===== src/rtl/vga_timing_gen_param.sv =====
`default_nettype none
// ============================================================================
// Module   : vga_timing_gen_param
// Brief    : Parametrised VGA timing generator. Issues pixel requests to an
//            upstream source and re-aligns sync/de/rgb to its read latency.
// Revision : 1.0 - initial release
// ============================================================================
module vga_timing_gen_param #(
    parameter int H_ACTIVE = 640,
    parameter int H_FP     = 16,
    parameter int H_SYNC   = 96,
    parameter int H_BP     = 48,
    parameter int V_ACTIVE = 480,
    parameter int V_FP     = 10,
    parameter int V_SYNC   = 2,
    parameter int V_BP     = 33,
    parameter int SYNC_POL = 0,
    parameter int CLK_DIV  = 4,
    parameter int PIX_LAT  = 2,
    parameter int RGB_W    = 12,
    parameter int CW       = 11
) (
    input  logic             clk,
    input  logic             rst,
    input  logic [1:0]       mode,
    input  logic [RGB_W-1:0] solid_rgb,
    input  logic [RGB_W-1:0] pix_in,
    output logic             pix_req,
    output logic [CW-1:0]    pix_x,
    output logic [CW-1:0]    pix_y,
    output logic             h_sync,
    output logic             v_sync,
    output logic             de,
    output logic [RGB_W-1:0] rgb,
    output logic             frame_start,
    output logic             line_start
);

    localparam int c_H_TOTAL = H_ACTIVE + H_FP + H_SYNC + H_BP;
    localparam int c_V_TOTAL = V_ACTIVE + V_FP + V_SYNC + V_BP;
    localparam int c_BAR_W   = H_ACTIVE / 8;
    localparam int c_CH      = RGB_W / 3;
    localparam int c_DIV_W   = (CLK_DIV > 1) ? $clog2(CLK_DIV) : 1;

    localparam logic [c_DIV_W-1:0] c_DIV_LAST = c_DIV_W'(CLK_DIV - 1);
    localparam logic [CW-1:0] c_H_LAST   = CW'(c_H_TOTAL - 1);
    localparam logic [CW-1:0] c_V_LAST   = CW'(c_V_TOTAL - 1);
    localparam logic [CW-1:0] c_H_ACT    = CW'(H_ACTIVE);
    localparam logic [CW-1:0] c_V_ACT    = CW'(V_ACTIVE);
    localparam logic [CW-1:0] c_HS_BEG   = CW'(H_ACTIVE + H_FP);
    localparam logic [CW-1:0] c_HS_END   = CW'(H_ACTIVE + H_FP + H_SYNC);
    localparam logic [CW-1:0] c_VS_BEG   = CW'(V_ACTIVE + V_FP);
    localparam logic [CW-1:0] c_VS_END   = CW'(V_ACTIVE + V_FP + V_SYNC);
    localparam logic [CW-1:0] c_BAR_LAST = CW'(c_BAR_W - 1);
    localparam logic          c_SYNC_ON  = (SYNC_POL != 0);

    // Pipeline word: {hs, vs, de, first_frame, first_line, sel[1:0], bar_rgb}
    localparam int c_PW   = RGB_W + 7;
    localparam int c_B_HS = RGB_W + 6;
    localparam int c_B_VS = RGB_W + 5;
    localparam int c_B_DE = RGB_W + 4;
    localparam int c_B_FF = RGB_W + 3;
    localparam int c_B_FL = RGB_W + 2;

    localparam logic [1:0] c_SEL_EXT   = 2'd0;
    localparam logic [1:0] c_SEL_BAR   = 2'd1;
    localparam logic [1:0] c_SEL_SOLID = 2'd2;

    logic [c_DIV_W-1:0] r_div_cnt;
    logic               w_tick;

    logic [CW-1:0]      r_h, r_v, w_h_nxt, w_v_nxt;
    logic [CW-1:0]      r_bar_cnt, w_bar_cnt_nxt;
    logic [2:0]         r_bar_idx, w_bar_idx_nxt;
    logic [1:0]         r_mode, w_mode;
    logic               w_first;

    logic               w_hs_a, w_vs_a, w_de_a, w_line0;
    logic [1:0]         w_sel;
    logic [RGB_W-1:0]   w_bar_rgb;
    logic [c_PW-1:0]    w_req;
    logic [c_PW-1:0]    r_pipe [PIX_LAT];
    logic [c_PW-1:0]    w_out;
    logic [RGB_W-1:0]   w_pix_rgb;

    logic               r_pix_req;
    logic [CW-1:0]      r_pix_x, r_pix_y;
    logic               r_h_sync, r_v_sync, r_de;
    logic [RGB_W-1:0]   r_rgb;
    logic               r_frame_start, r_line_start;

    assign w_tick = !rst && (r_div_cnt == c_DIV_LAST);

    always_ff @(posedge clk) begin
        if (rst || w_tick) begin
            r_div_cnt <= '0;
        end else begin
            r_div_cnt <= r_div_cnt + 1'b1;
        end
    end

    // Next request position; everything at the request stage is decoded
    // from the value the counters are about to take.
    always_comb begin
        w_h_nxt = r_h + 1'b1;
        w_v_nxt = r_v;
        if (r_h == c_H_LAST) begin
            w_h_nxt = '0;
            w_v_nxt = (r_v == c_V_LAST) ? '0 : r_v + 1'b1;
        end
    end

    always_comb begin
        w_bar_cnt_nxt = r_bar_cnt + 1'b1;
        w_bar_idx_nxt = r_bar_idx;
        if (w_h_nxt == '0) begin
            w_bar_cnt_nxt = '0;
            w_bar_idx_nxt = '0;
        end else if (r_bar_cnt == c_BAR_LAST) begin
            w_bar_cnt_nxt = '0;
            w_bar_idx_nxt = r_bar_idx + 1'b1;
        end
    end

    assign w_first = (w_h_nxt == '0) && (w_v_nxt == '0);
    assign w_mode  = w_first ? mode : r_mode;

    always_comb begin
        w_hs_a  = (w_h_nxt >= c_HS_BEG) && (w_h_nxt < c_HS_END);
        w_vs_a  = (w_v_nxt >= c_VS_BEG) && (w_v_nxt < c_VS_END);
        w_de_a  = (w_h_nxt < c_H_ACT) && (w_v_nxt < c_V_ACT);
        w_line0 = (w_h_nxt == '0) && (w_v_nxt < c_V_ACT);
        w_sel   = (w_mode == 2'd0) ? c_SEL_EXT :
                  (w_mode == 2'd1) ? c_SEL_BAR : c_SEL_SOLID;
        // Bar order white..black maps idx bits to (R,G,B) = ~(idx1, idx2, idx0)
        w_bar_rgb = {{c_CH{~w_bar_idx_nxt[1]}},
                     {c_CH{~w_bar_idx_nxt[2]}},
                     {c_CH{~w_bar_idx_nxt[0]}}};
        w_req   = {w_hs_a, w_vs_a, w_de_a, w_first, w_line0, w_sel, w_bar_rgb};
    end

    always_ff @(posedge clk) begin
        if (rst) begin
            r_h       <= c_H_LAST;
            r_v       <= c_V_LAST;
            r_bar_cnt <= '0;
            r_bar_idx <= '0;
            r_mode    <= '0;
            r_pix_req <= 1'b0;
            r_pix_x   <= '0;
            r_pix_y   <= '0;
        end else if (w_tick) begin
            r_h       <= w_h_nxt;
            r_v       <= w_v_nxt;
            r_bar_cnt <= w_bar_cnt_nxt;
            r_bar_idx <= w_bar_idx_nxt;
            r_mode    <= w_mode;
            r_pix_req <= w_de_a;
            r_pix_x   <= w_h_nxt;
            r_pix_y   <= w_v_nxt;
        end
    end

    // Stage 0 is registered together with the request; the output stage
    // loads from the last stage so request-to-pin latency is PIX_LAT ticks.
    always_ff @(posedge clk) begin
        if (rst) begin
            for (int i = 0; i < PIX_LAT; i++) begin
                r_pipe[i] <= '0;
            end
        end else if (w_tick) begin
            r_pipe[0] <= w_req;
            for (int i = 1; i < PIX_LAT; i++) begin
                r_pipe[i] <= r_pipe[i-1];
            end
        end
    end

    assign w_out = r_pipe[PIX_LAT-1];

    always_comb begin
        w_pix_rgb = '0;
        if (w_out[c_B_DE]) begin
            case (w_out[RGB_W+1:RGB_W])
                c_SEL_EXT: w_pix_rgb = pix_in;
                c_SEL_BAR: w_pix_rgb = w_out[RGB_W-1:0];
                default:   w_pix_rgb = solid_rgb;
            endcase
        end
    end

    always_ff @(posedge clk) begin
        if (rst) begin
            r_h_sync      <= ~c_SYNC_ON;
            r_v_sync      <= ~c_SYNC_ON;
            r_de          <= 1'b0;
            r_rgb         <= '0;
            r_frame_start <= 1'b0;
            r_line_start  <= 1'b0;
        end else begin
            r_frame_start <= 1'b0;
            r_line_start  <= 1'b0;
            if (w_tick) begin
                r_h_sync      <= w_out[c_B_HS] ? c_SYNC_ON : ~c_SYNC_ON;
                r_v_sync      <= w_out[c_B_VS] ? c_SYNC_ON : ~c_SYNC_ON;
                r_de          <= w_out[c_B_DE];
                r_rgb         <= w_pix_rgb;
                r_frame_start <= w_out[c_B_FF];
                r_line_start  <= w_out[c_B_FL];
            end
        end
    end

    assign pix_req     = r_pix_req;
    assign pix_x       = r_pix_x;
    assign pix_y       = r_pix_y;
    assign h_sync      = r_h_sync;
    assign v_sync      = r_v_sync;
    assign de          = r_de;
    assign rgb         = r_rgb;
    assign frame_start = r_frame_start;
    assign line_start  = r_line_start;

endmodule
`default_nettype wire

===== config.mk =====
export PLATFORM = sky130hd
export DESIGN_NAME = vga_timing_gen_param
export DESIGN_NICKNAME = d
export VERILOG_FILES = /design/src/rtl/vga_timing_gen_param.sv
export SDC_FILE = /design/constraint.sdc
export NUM_CORES = 1
export LEC_CHECK = 0
export CAP_MARGIN = 20
export CORE_MARGIN = 3
export CORE_UTILIZATION = 57
export CTS_BUF_LIST = sky130_fd_sc_hd__clkbuf_4 sky130_fd_sc_hd__clkbuf_8
export CTS_CLUSTER_DIAMETER = 200
export CTS_CLUSTER_SIZE = 14
export DETAILED_ROUTE_END_ITERATION = 12
export HOLD_SLACK_MARGIN = 0.06
export PLACE_DENSITY = 0.83
export SLEW_MARGIN = 20
export SYNTH_ARGS = -nofsm -noshare
export SYNTH_HDL_FRONTEND = slang
export SYNTH_SLANG_ARGS = --single-unit
export TNS_END_PERCENT = 30

===== constraint.sdc =====
create_clock -name clk -period 3.68 [get_ports clk]
set_clock_uncertainty 0.2 [all_clocks]
set_input_delay 0.552 -clock clk [delete_from_list [all_inputs] [get_ports clk]]
set_output_delay 0.552 -clock clk [all_outputs]
set_load 0.02 [all_outputs]

Word level (Yosys, flattened, before mapping). Memory sizes are Yosys's and may differ from the RTL's. Cells that the tools add are included.

Add/sub/neg operators: 5. Magnitude comparators: 6. Equal/unequal tests: 6. Mux-type cells: 21. Bitwise logic cells: 6. Reductions and logical operators: 13.

Operators by type and width (count): 11-bit 2-to-1 mux (5); 19-bit 2-to-1 mux (2); 11-bit by 1-bit adder with 11-bit output, second input constant (3); 12-bit case mux with 2 select lines (1); 11-bit by 10-bit equality test with 1-bit output, second input constant (2); 11-bit zero test (2); 11-bit by 10-bit < comparator with 1-bit output, second input constant (2); 11-bit by 9-bit < comparator with 1-bit output, second input constant (2); 12-bit 2-to-1 mux (1); 11-bit by 7-bit equality test with 1-bit output, second input constant (1); 11-bit by 10-bit >= comparator with 1-bit output, second input constant (1); 11-bit by 9-bit >= comparator with 1-bit output, second input constant (1); 1-bit 2-to-1 mux (7); 1-bit logical AND (6); 2-bit 2-to-1 mux (3); 3-bit 2-to-1 mux (2); 2-bit by 1-bit equality test with 1-bit output, second input constant (2); 2-bit zero test (2); 1-bit inverter (4); 3-bit by 1-bit adder with 3-bit output, second input constant (1); 2-bit by 1-bit adder with 2-bit output, second input constant (1); 2-bit equality test, second input constant (1); 1-bit bitwise OR (2); 2-bit OR reduction (1); 2 further kinds (2).

Flip-flop bits (word level): 80. Bits in writable memories: 38. Input bits: 28. Output and inout port bits: 40. Word-level logic and storage cells: 73. Memories kept: 1.

Memories: r_pipe (depth 2, width 19, rd ports 2, clocked after Yosys merged registers in 0, write ports 2, RTL line 82) `logic [c_PW-1:0] r_pipe [PIX_LAT];`.

Logic depth before layout (Yosys ltp).
Depth after elaboration: 10. Mapped depth: 11. Mapped depth without buffers: 9.

Worst setup path before layout. No wires, ideal clock.

Kind: register -> register. Start: register r_h[0]. End: memory r_pipe[0][12] (netlist bit) (data pin). Setup time: 0.258 ns. Arrival: 2.231 ns. Data required time: 3.222 ns. Setup slack: 0.991 ns. Cell stages (with the launch flop): 10. Buffers on the path: 1. Clock period less this slack: 2.689 ns. Path through: dfxtp_1 ha_1 and4_1 buf_2 nand3_4 o31ai_4 nand4_2 nor4_4 nand3b_2 mux2i_1.

RTL lines: start: declaration (RTL line 72) `logic [CW-1:0] r_h, r_v, w_h_nxt, w_v_nxt;`; start signal: assignment (RTL line 144) `r_h <= c_H_LAST;`; start signal: assignment (RTL line 153) `r_h <= w_h_nxt;`; end: declaration (RTL line 82).

==> out/metrics.csv <==
stage,metric,value,unit
placement,port bufs,67,
sta,max-slew violations,0,
die,die height,96.7,microns
cells_and_area,nets,610,
clocking,CTS tree,done,
worst_setup_path,R2R Setup Slk,0.45,ns
global_routing,pin count of the biggest net entering global routing,28,
clocking,hold-fix buffers at CTS,0,
die,Core ar.,0.00785,sq mm
die,Die W,96.7,microns
worst_setup_path,Crit path largest cell delay,0.72,ns
routing,post-detailed-routing wire length,11100,microns
global_routing,first-pass GRT wire length,19000,microns
routing,vias per cell,5.92,
worst_setup_path,CP arrival,3.16,ns
run,Max Cap Viol,0,
worst_setup_path,Critical-path top delay cell,or4b_2,
routing,number of DRC markers in iteration 0,261,
power_and_ir_drop,Peak VDD IR,0.187,mV
sta,min cycle time layout,3.23,ns
power_and_ir_drop,Static Leakage,2.10,nW
yosys,Yosys warning count,0,
routing,Via Count,4043,
clocking,Num CTS Buffers,9,
clocking,H-tree depth,3,
yosys,"Avg Cell Area, Syn",8.78,sq um
worst_setup_path,worst path cell trace,ha_1 > nand2_1 > or4b_2 > o31ai_1 > nand4_1 > nor4_1,
sta,Slew headroom,47.7,%
sta,setup violators final,0,
clocking,worst skew pair latency,0.35,ns
cells_and_area,"commonest non-fill, non-tap cell in the layout",dfxtp_1,
worst_setup_path,largest fanout on the critical path,12,
die,die area,0.00935,sq mm
cells_and_area,ANT cells,0,
cells_and_area,fillers,647,
power_and_ir_drop,Int Power,1.71,mW
cells_and_area,share of layout cells above drive strength 1,8.26,%
worst_setup_path,Crit. End Element,register,
power_and_ir_drop,Comb pwr share,22.0,%
clocking,Max Buffers Root-to-Sink,2,
yosys,Post-Syn Area,0.00469,sq mm
power_and_ir_drop,PD cells,434,mW/mm^2
routing,detailed-route DRC error count,0,
die,Ports,68,
global_routing,GRT Max-Usage Layer,met2,
cells_and_area,area grow syn2layout,18.7,%
yosys,largest area contributor in the netlist,dfxtp_1,
sta,Final TNS setup,0,ns
placement,pre-CTS setup slack,0.537,ns
cells_and_area,most frequent cells in the layout,"68 x dfxtp_1, 67 x clkdlybuf4s50_1, 54 x nand2_1, 54 x a21oi_1, 36 x o21ai_0",
routing,Wirelength per Cell,16.2,microns
sta,Tcrit/Tclk final,87.7,%
placement,hpwl dp,7830,microns
clocking,Clock transition at path regs,0.09,ns
yosys,Mapped Nets,568,
status,status,"complete, no violations",
sta,worst slew pin tran,0.782,ns
worst_setup_path,Crit path required time,3.61,ns
yosys,count of flip-flops with a built-in enable after synthesis,20,
hold_path,worst hold path class,register to register,
die,Initial Util,59.7,%
global_routing,vias in the first global route,3891,
global_routing,met2 usage,39.5,%
routing,Routed Antenna Nets,0,
sta,setup ws final,0.452,ns
yosys,Synth top area share,29.0,%
power_and_ir_drop,Net Sw Power,702,uW
worst_setup_path,startpoint types,register,
power_and_ir_drop,Sw Ratio,29.1,%
die,Rows,32,
yosys,Area contributors post-synth,"dfxtp_1 29%, edfxtp_1 13%, a21oi_1 5.8%, nand2_1 4.3%, o21ai_0 3.8%",
clocking,# resized after CTS,0,
yosys,Seq cells post-synth,88,
yosys,Synth async-reset ratio,0,%
global_routing,Total GRT Usage,24.2,%
sta,final hold vios,0,
clocking,root buf cell,clkbuf_8,
global_routing,grt met3 use,5.77,%
yosys,Synth Flop Type,dfxtp_1,
global_routing,antenna violations before repair,0,
yosys,count of cell types in the netlist,77,
yosys,sequential share of the synthesized area,41.9,%
worst_setup_path,"Buf+Inv Stages, Crit Path",0,
placement,GP Congestion,0.933,
routing,DRT Pass-1 Iters,4,
sta,fmax,0.310,GHz
worst_setup_path,Worst path top cell family by delay,simple AND/OR/NAND/NOR gates,
worst_setup_path,WS Path Type,register to register,
yosys,cell count after synthesis,534,
clocking,CTS Sinks,88,
global_routing,grt ovf,0,
power_and_ir_drop,Seq pwr share,43.9,%
cells_and_area,fin area,0.00556,sq mm
sta,RSZ-0062 raised after global routing,false,
global_routing,met1 usage,32.4,%
clocking,post-CTS setup buffer count,0,
power_and_ir_drop,Clock power frac,34.0,%
placement,DP Area,0.00531,sq mm
==> power by group through the flow <==
stage	Sequential [mW]	Combinational, mW	Clock [mW]
2_1_floorplan	1.08	0.397	0
3_3_place_gp	1.08	0.520	0
3_5_place_dp	1.08	0.526	0
4_1_cts	1.06	0.532	0.834
5_1_grt	1.07	0.581	0.885
6_report	1.06	0.532	0.822
==> worst paths after layout <==
kind	depth (start not counted)	from	endpoint
max reg2reg	6	r_v[1]$_SDFFE_PP0P_	r_pipe[0][17]$_SDFFCE_PN0P_
min	1	r_div_cnt[0]$_SDFF_PP0_	r_div_cnt[0]$_SDFF_PP0_
min reg2reg	1	r_div_cnt[0]$_SDFF_PP0_	r_div_cnt[0]$_SDFF_PP0_
max	6	r_v[1]$_SDFFE_PP0P_	r_pipe[0][17]$_SDFFCE_PN0P_
==> per-layer routing <==
layer	part of all wire (%)	wire [microns]	vias to the layer above
met1	46	5080	1904
met2	47	5250	122
met4	1.2	133	0
met5	0	0	-
li1	-	-	2003
met3	5.3	590	14
==> synth_stat cells (2+ instances only) <==
library cell	instances
nand3_1	23
o211ai_1	2
buf_6	3
inv_1	10
o31ai_1	2
a211oi_1	2
xnor2_1	8
clkbuf_1	18
mux2i_1	4
dfxtp_1	68
edfxtp_1	20
and3_1	10
a21o_1	8
o21bai_1	2
and4_1	3
or4_1	2
xor2_1	7
o22ai_1	2
nand2_1	54
a22oi_1	3
o21ai_0	36
a22o_1	3
ha_1	6
a32o_1	3
a31oi_1	5
nor3b_1	6
a211o_1	2
buf_4	16
nor4_1	5
nor2_1	34
a31o_2	2
and2_1	19
nand3b_1	5
nand4_1	8
nand2b_1	17
nor3_1	15
buf_2	8
a21oi_1	54
==> state kept, by name, summed over array words and instances, names as in the netlist, 2 cells and up <==
signal / flops
r_pipe: 20
rgb: 12
r_bar_cnt: 11
r_h: 11
r_v: 11
pix_x: 7
pix_y: 3
r_bar_idx: 3
r_div_cnt: 2
r_mode: 2
==> cell type report <==
cell class              instances  area (sq um)  share of cell area [%]
multi-input cells             389          2420                    43.5
flip-flops and latches         88          1960                    35.3
repair buffers                 77           758                    13.6
clock buffers                  10           138                    2.47
well taps                     102           128                    2.29
clock inverters                 6           115                    2.07
inverters                      11          41.3                   0.742
==> cell families (layout without fill, tap and decap cells) <==
group	after synthesis	count (layout)	synth area share [%]
buffers and inverters	57	104	6.54
and+or+nand+nor	219	219	26.4
DFF	88	88	41.9
muxes	5	5	1.09
xor gates and xnor gates	15	15	2.80
adders and majority gates	6	6	1.60
AOI/OAI and AO/OA	144	144	19.7
==> stage by stage <==
step	hold slack [ns]	power, mW	util, %	std cells
after floorplan	0.199	1.47	-	534
after global placement	0.207	1.60	67.7	667
after detailed placement	0.231	1.61	67.7	667
after CTS	0.244	2.43	70.9	683
after global routing	0.270	2.53	70.9	683
final	0.244	2.41	70.9	683
No activity file was read; power rests on OpenSTA's default activity.
